==> config.mk <==
export PLATFORM = sky130hd
export DESIGN_NAME = toggle_monitor
export DESIGN_NICKNAME = d
export VERILOG_FILES = /design/src/rtl/toggle_monitor.sv
export SDC_FILE = /design/constraint.sdc
export NUM_CORES = 1
export LEC_CHECK = 0
export BUFFER_PORTS_ARGS = -buffer_cell sky130_fd_sc_hd__buf_2
export CORE_ASPECT_RATIO = 0.9
export CORE_MARGIN = 10
export CORE_UTILIZATION = 44
export CTS_CLUSTER_DIAMETER = 40
export DETAILED_ROUTE_END_ITERATION = 10
export GPL_ROUTABILITY_DRIVEN = 0
export MAX_ROUTING_LAYER = met4
export PLACE_DENSITY = 0.65
export SLEW_MARGIN = 30
export SYNTH_ARGS = -nofsm -noshare
export SYNTH_HDL_FRONTEND = slang
export SYNTH_SLANG_ARGS = --single-unit
==> constraint.sdc <==
create_clock -name clk -period 2.3 [get_ports clk]
set_clock_uncertainty 0.15 [all_clocks]
set_input_delay 0 -clock clk [delete_from_list [all_inputs] [get_ports clk]]
set_output_delay 0 -clock clk [all_outputs]
set_load 0.02 [all_outputs]
==> src/rtl/toggle_monitor.sv <==
// Counts rising/falling edges of a flip-flop output over a fixed window and
// holds the result for a valid/ready reader. Optional q/q_bar pair check: TOGGLE_MONITOR_PAIRCHK_EN.
module toggle_monitor #(
    parameter int CNT_W  = 8,
    parameter int WINDOW = 16
) (
    input  logic             clk,
    input  logic             reset,
    input  logic             start,
    input  logic             q,
    input  logic             q_bar,
    input  logic             rd_ready,
    output logic             rd_valid,
    output logic [CNT_W-1:0] rise_cnt,
    output logic [CNT_W-1:0] fall_cnt,
    output logic             busy,
    output logic             ovf,
    output logic             err
);

    localparam int WCNT_W = (WINDOW > 2) ? $clog2(WINDOW) : 1;

    localparam logic [1:0] ST_IDLE  = 2'd0;
    localparam logic [1:0] ST_COUNT = 2'd1;
    localparam logic [1:0] ST_HOLD  = 2'd2;

    localparam logic [CNT_W-1:0]  CNT_MAX   = {CNT_W{1'b1}};
    localparam logic [WCNT_W-1:0] WCNT_LOAD = WCNT_W'(WINDOW - 1);

    logic [1:0]        state;
    logic [WCNT_W-1:0] wcnt;
    logic              q_prev;
    logic              rise_evt;
    logic              fall_evt;
    logic              pair_bad;

    function automatic logic [CNT_W-1:0] sat_inc(input logic [CNT_W-1:0] c, input logic en);
        if (en && (c != CNT_MAX))
            return c + CNT_W'(1);
        return c;
    endfunction

    // An increment request that finds the counter already at its ceiling.
    function automatic logic sat_hit(input logic [CNT_W-1:0] c, input logic en);
        return en && (c == CNT_MAX);
    endfunction

    assign rise_evt = q & ~q_prev;
    assign fall_evt = ~q & q_prev;
    assign busy     = (state != ST_IDLE);

`ifdef TOGGLE_MONITOR_PAIRCHK_EN
    assign pair_bad = (q == q_bar);
`else
    assign pair_bad = 1'b0;
    wire unused_q_bar = q_bar;
`endif

    always_ff @(posedge clk or posedge reset) begin
        if (reset) begin
            state    <= ST_IDLE;
            wcnt     <= '0;
            q_prev   <= 1'b0;
            rise_cnt <= '0;
            fall_cnt <= '0;
            ovf      <= 1'b0;
            err      <= 1'b0;
            rd_valid <= 1'b0;
        end else begin
            case (state)
                ST_IDLE: begin
                    if (start) begin
                        q_prev   <= q;
                        rise_cnt <= '0;
                        fall_cnt <= '0;
                        ovf      <= 1'b0;
                        err      <= 1'b0;
                        wcnt     <= WCNT_LOAD;
                        state    <= ST_COUNT;
                    end
                end
                ST_COUNT: begin
                    rise_cnt <= sat_inc(rise_cnt, rise_evt);
                    fall_cnt <= sat_inc(fall_cnt, fall_evt);
                    ovf      <= ovf | sat_hit(rise_cnt, rise_evt) | sat_hit(fall_cnt, fall_evt);
                    err      <= err | pair_bad;
                    q_prev   <= q;
                    // The wcnt==0 cycle still samples an edge; it is the last one of the window.
                    if (wcnt == '0) begin
                        state    <= ST_HOLD;
                        rd_valid <= 1'b1;
                    end else begin
                        wcnt <= wcnt - WCNT_W'(1);
                    end
                end
                ST_HOLD: begin
                    if (rd_ready) begin
                        state    <= ST_IDLE;
                        rd_valid <= 1'b0;
                    end
                end
                default: begin
                    state    <= ST_IDLE;
                    rd_valid <= 1'b0;
                end
            endcase
        end
    end

endmodule

==> reports/summary.txt <==
STATUS
------------------------------------------------------------------------------
Status                                                            finished clean

SYNTHESIS
------------------------------------------------------------------------------
Syn_area_per_cell                                                     9.46 µm²
Leading post-synthesis cells by cell area                         dfrtp_1, nand3_1, a21oi_1
Sequential share of the synthesized area                                 0.463
Synth top area share                                                     0.463
Synthesized net count                                                      152
Post-synthesis cell count                                                  143
Cell accounting for the most synthesized area                          dfrtp_1
Combined area of all synthesized cells                                1350 µm²
Syn. warnings                                                                0
Async S/R FF share, synth                                                 1.00
Synth unique cells                                                          45
Main synth FF type                                                     dfrtp_1
Number of flops mapped to enable cells by yosys                              0
Synth Register Bits                                                         25

DETAILED ROUTING
------------------------------------------------------------------------------
Count of antenna-violating nets left after detailed routing                  0
First-pass iteration count of the detailed router                            4
Via count                                                                 1185
Routed wire length                                                     3100 µm
Initial DRC Count                                                           84
Remaining DRCs                                                               0
Vias per inst                                                             5.59
Average wire length per cell after detail routing                      14.6 µm

PLACEMENT
------------------------------------------------------------------------------
Pre-CTS setup slack                                                   0.417 ns
DP Wirelength                                                          2270 µm
Buffers added on ports                                                      23

CLOCK TREE
------------------------------------------------------------------------------
Clock insertion delay at the later pin of the skew report              0.32 ns
CTS tree                                                                 built
Post-CTS setup-driven buffer insertion count                                 0
Maximum level of the CTS H-tree                                              1
Number of buffers between clock root and the deepest sink                    2
Root Driver                                                           clkbuf_4
CTS Buf Count                                                                3
Number of clock sinks                                                       25
CTS clock-pin slew for the worst setup and hold paths                  0.14 ns

SETUP PATH
------------------------------------------------------------------------------
Number of cells on the worst reg-to-reg path                                 5
Critical Path Max Stage Delay                                          0.49 ns
Worst EP arrival                                                       2.05 ns
Sum of buffers and inverters on the critical path                            0
List of cells traversed by the critical path                      ha_1 -> nand3_1 -> o21bai_1 -> nand2_1 -> a31oi_1
Endpoint of the most critical register-to-register path            rise_cnt[7]
Worst flop-to-flop path startpoint                                 rise_cnt[0]
Standard cell with the maximum stage delay on the critical path        dfrtp_1
Kind of critical path                                                  reg2reg
Req. time, crit path                                                   2.40 ns
Nature of the critical path startpoint                                register
Top delay family on crit path                                     compound AO/OA/AOI/OAI gates
Worst-path fanout max                                                        8
R2R setup slack                                                        0.35 ns
Kind of end point of the critical path                                register

GLOBAL ROUTE
------------------------------------------------------------------------------
Total global-route track usage                                           0.120
Maximum number of pins on one net before global-route repair                26
Global-route wire length before repair                                 5510 µm
Antenna violations before repair                                             0
Gr ovfl total                                                                0
Vias in the first global route                                            1165

TIMING
------------------------------------------------------------------------------
Pins over their slew limit                                                   0
Fin. Hold Viols                                                              0
Setup TNS                                                                 0 ns
Unrepaired setup endpoints after global routing                             no
Final worst slack                                                     0.346 ns
Slew HR                                                                  0.622
Final Critical Period                                                  1.95 ns
Number of failing setup endpoints in the final timing report                 0
Maximum operating frequency                                            512 MHz
Worst Max-Slew Pin Slew                                               0.566 ns
Part of the cycle the worst path needs                                   0.849

LAYOUT
------------------------------------------------------------------------------
Layout cell share with drive strength beyond 1                           0.212
Ant diodes                                                                   0
Sequential Area                                                        626 µm²
Synth-to-layout area growth                                              16.2%
Area taken by multi-input logic gates                                  682 µm²
Fill cell count                                                            321
Final nets                                                                 180

DIE
------------------------------------------------------------------------------
Top-level port count                                                        26
Total Die Area                                                        5690 µm²
Row count                                                                   19
Die X-Extent                                                           78.4 µm
Initial Util                                                             0.452
Area of the core                                                      3000 µm²
Die Ht                                                                 72.6 µm

FLOW RUN
------------------------------------------------------------------------------
Number of maximum-capacitance violations                                     0

POWER AND IR DROP
------------------------------------------------------------------------------
Leakage                                                               0.710 nW
IR drop worst, VDD                                                    0.521 mV
Total power consumption of the routed design                         0.00171 W
Power per cell area                                                1090 nW/µm²

HOLD PATH
------------------------------------------------------------------------------
Min-Delay Path Class                                                  in2async

[registers in the layout, indices dropped and copies added, names as in the netlist]
register	count
fall_cnt	8
q_prev	1
wcnt	4
ovf	1
state	2
rd_valid	1
rise_cnt	8
[cells in the mapped netlist (2+ instances only)]
cell / n
nor2_1: 8
nand2b_1: 2
ha_1: 3
a21oi_1: 10
and3_1: 5
nand2_1: 13
nor2b_1: 2
o21ai_0: 8
clkbuf_1: 4
a31oi_1: 3
xor2_1: 3
nand3_1: 13
a21o_1: 2
dfrtp_1: 25
o211ai_1: 2
nand4_1: 2
inv_1: 6
nor3_1: 5
[tightest hold or removal path: stages]
cell and delay (ns):
dlygate4sd3_1 0.53, buf_2 0.12, inv_2 0.38
[power breakdown]
group	internal, W	switching, W	leakage, nW
clock network	0.0000679	0.000131	0.0150
logic	0.000303	0.000460	0.383
registers	0.000570	0.000180	0.312
total	0.000941	0.000771	0.710
[placed cells by master (no fill, tap or decap), drive strengths merged, types with 2 or more instances in the layout]
cell	n
buf	24
nor2	8
nor2b	2
o31ai	2
a31oi	3
nand4	2
nand2	13
nor3	5
inv	6
dlygate4sd3	4
o211ai	2
ha	3
xor2	3
nand3	13
or3b	2
clkbuf	4
o21ai	9
nand2b	2
dfrtp	25
a21o	2
a21oi	10
o41ai	2
and3	5
a41oi	2
[metrics by stage]
| stage | utilization | std cells | hold slack [ns] | area [µm²] |
|---|---|---|---|---|
| final | 0.525 | 212 | 0.0959 | 1570 |
| after global routing | 0.525 | 212 | 0.163 | 1570 |
| after CTS | 0.525 | 212 | 0.305 | 1570 |
| after detailed placement | 0.503 | 204 | 0.115 | 1510 |
| after global placement | 0.503 | 204 | 0.105 | 1510 |
| after floorplan | - | 143 | -0.123 | 1350 |
[kinds of logic (layout without fill, tap and decap cells)]
logic type                 after synthesis  count (layout)  share of synthesized area
DFF                                     25              25                      0.463
AOI/OAI and AO/OA                       40              40                      0.209
other                                    1               1                    0.00277
xor gates and xnor gates                 3               3                     0.0194
muxes                                    1               1                    0.00740
buffers and inverters                   11              38                     0.0333
and+or+nand+nor                         59              59                      0.238
adders and majority gates                3               3                     0.0278
[area by class of cell]
cell class,count,area share
inverters,6,0.0143
repair buffers,28,0.104
flip-flops and latches,25,0.398
clock buffers,4,0.0167
multi-input cells,107,0.434
well taps,42,0.0334
[worst max path at each step]
stage                      startpoint     endpoint  slack [ns]  depth (start not counted)
final                     rise_cnt[0]  rise_cnt[7]        0.35                          5
after floorplan           rise_cnt[0]  rise_cnt[7]        0.52                          5
after global placement    rise_cnt[0]  rise_cnt[7]        0.44                          5
after global routing      rise_cnt[0]  rise_cnt[7]        0.11                          5
after detailed placement  rise_cnt[0]  rise_cnt[5]        0.42                          5
after CTS                 rise_cnt[0]  rise_cnt[7]        0.38                          5
[layer usage]
layer  GRT usage  share of wire
met2       0.193           0.48
met4      0.0239         0.0055
met1       0.149           0.47
met5           -              0
met3      0.0345          0.042
[what timing repair did]
item | in CTS | in global routing
hold buffers | 4 | 0
gates resized for setup | 0 | 0
hold endpoints to repair | 29 | 0
Note: power is estimated with default switching activity, not from simulation.
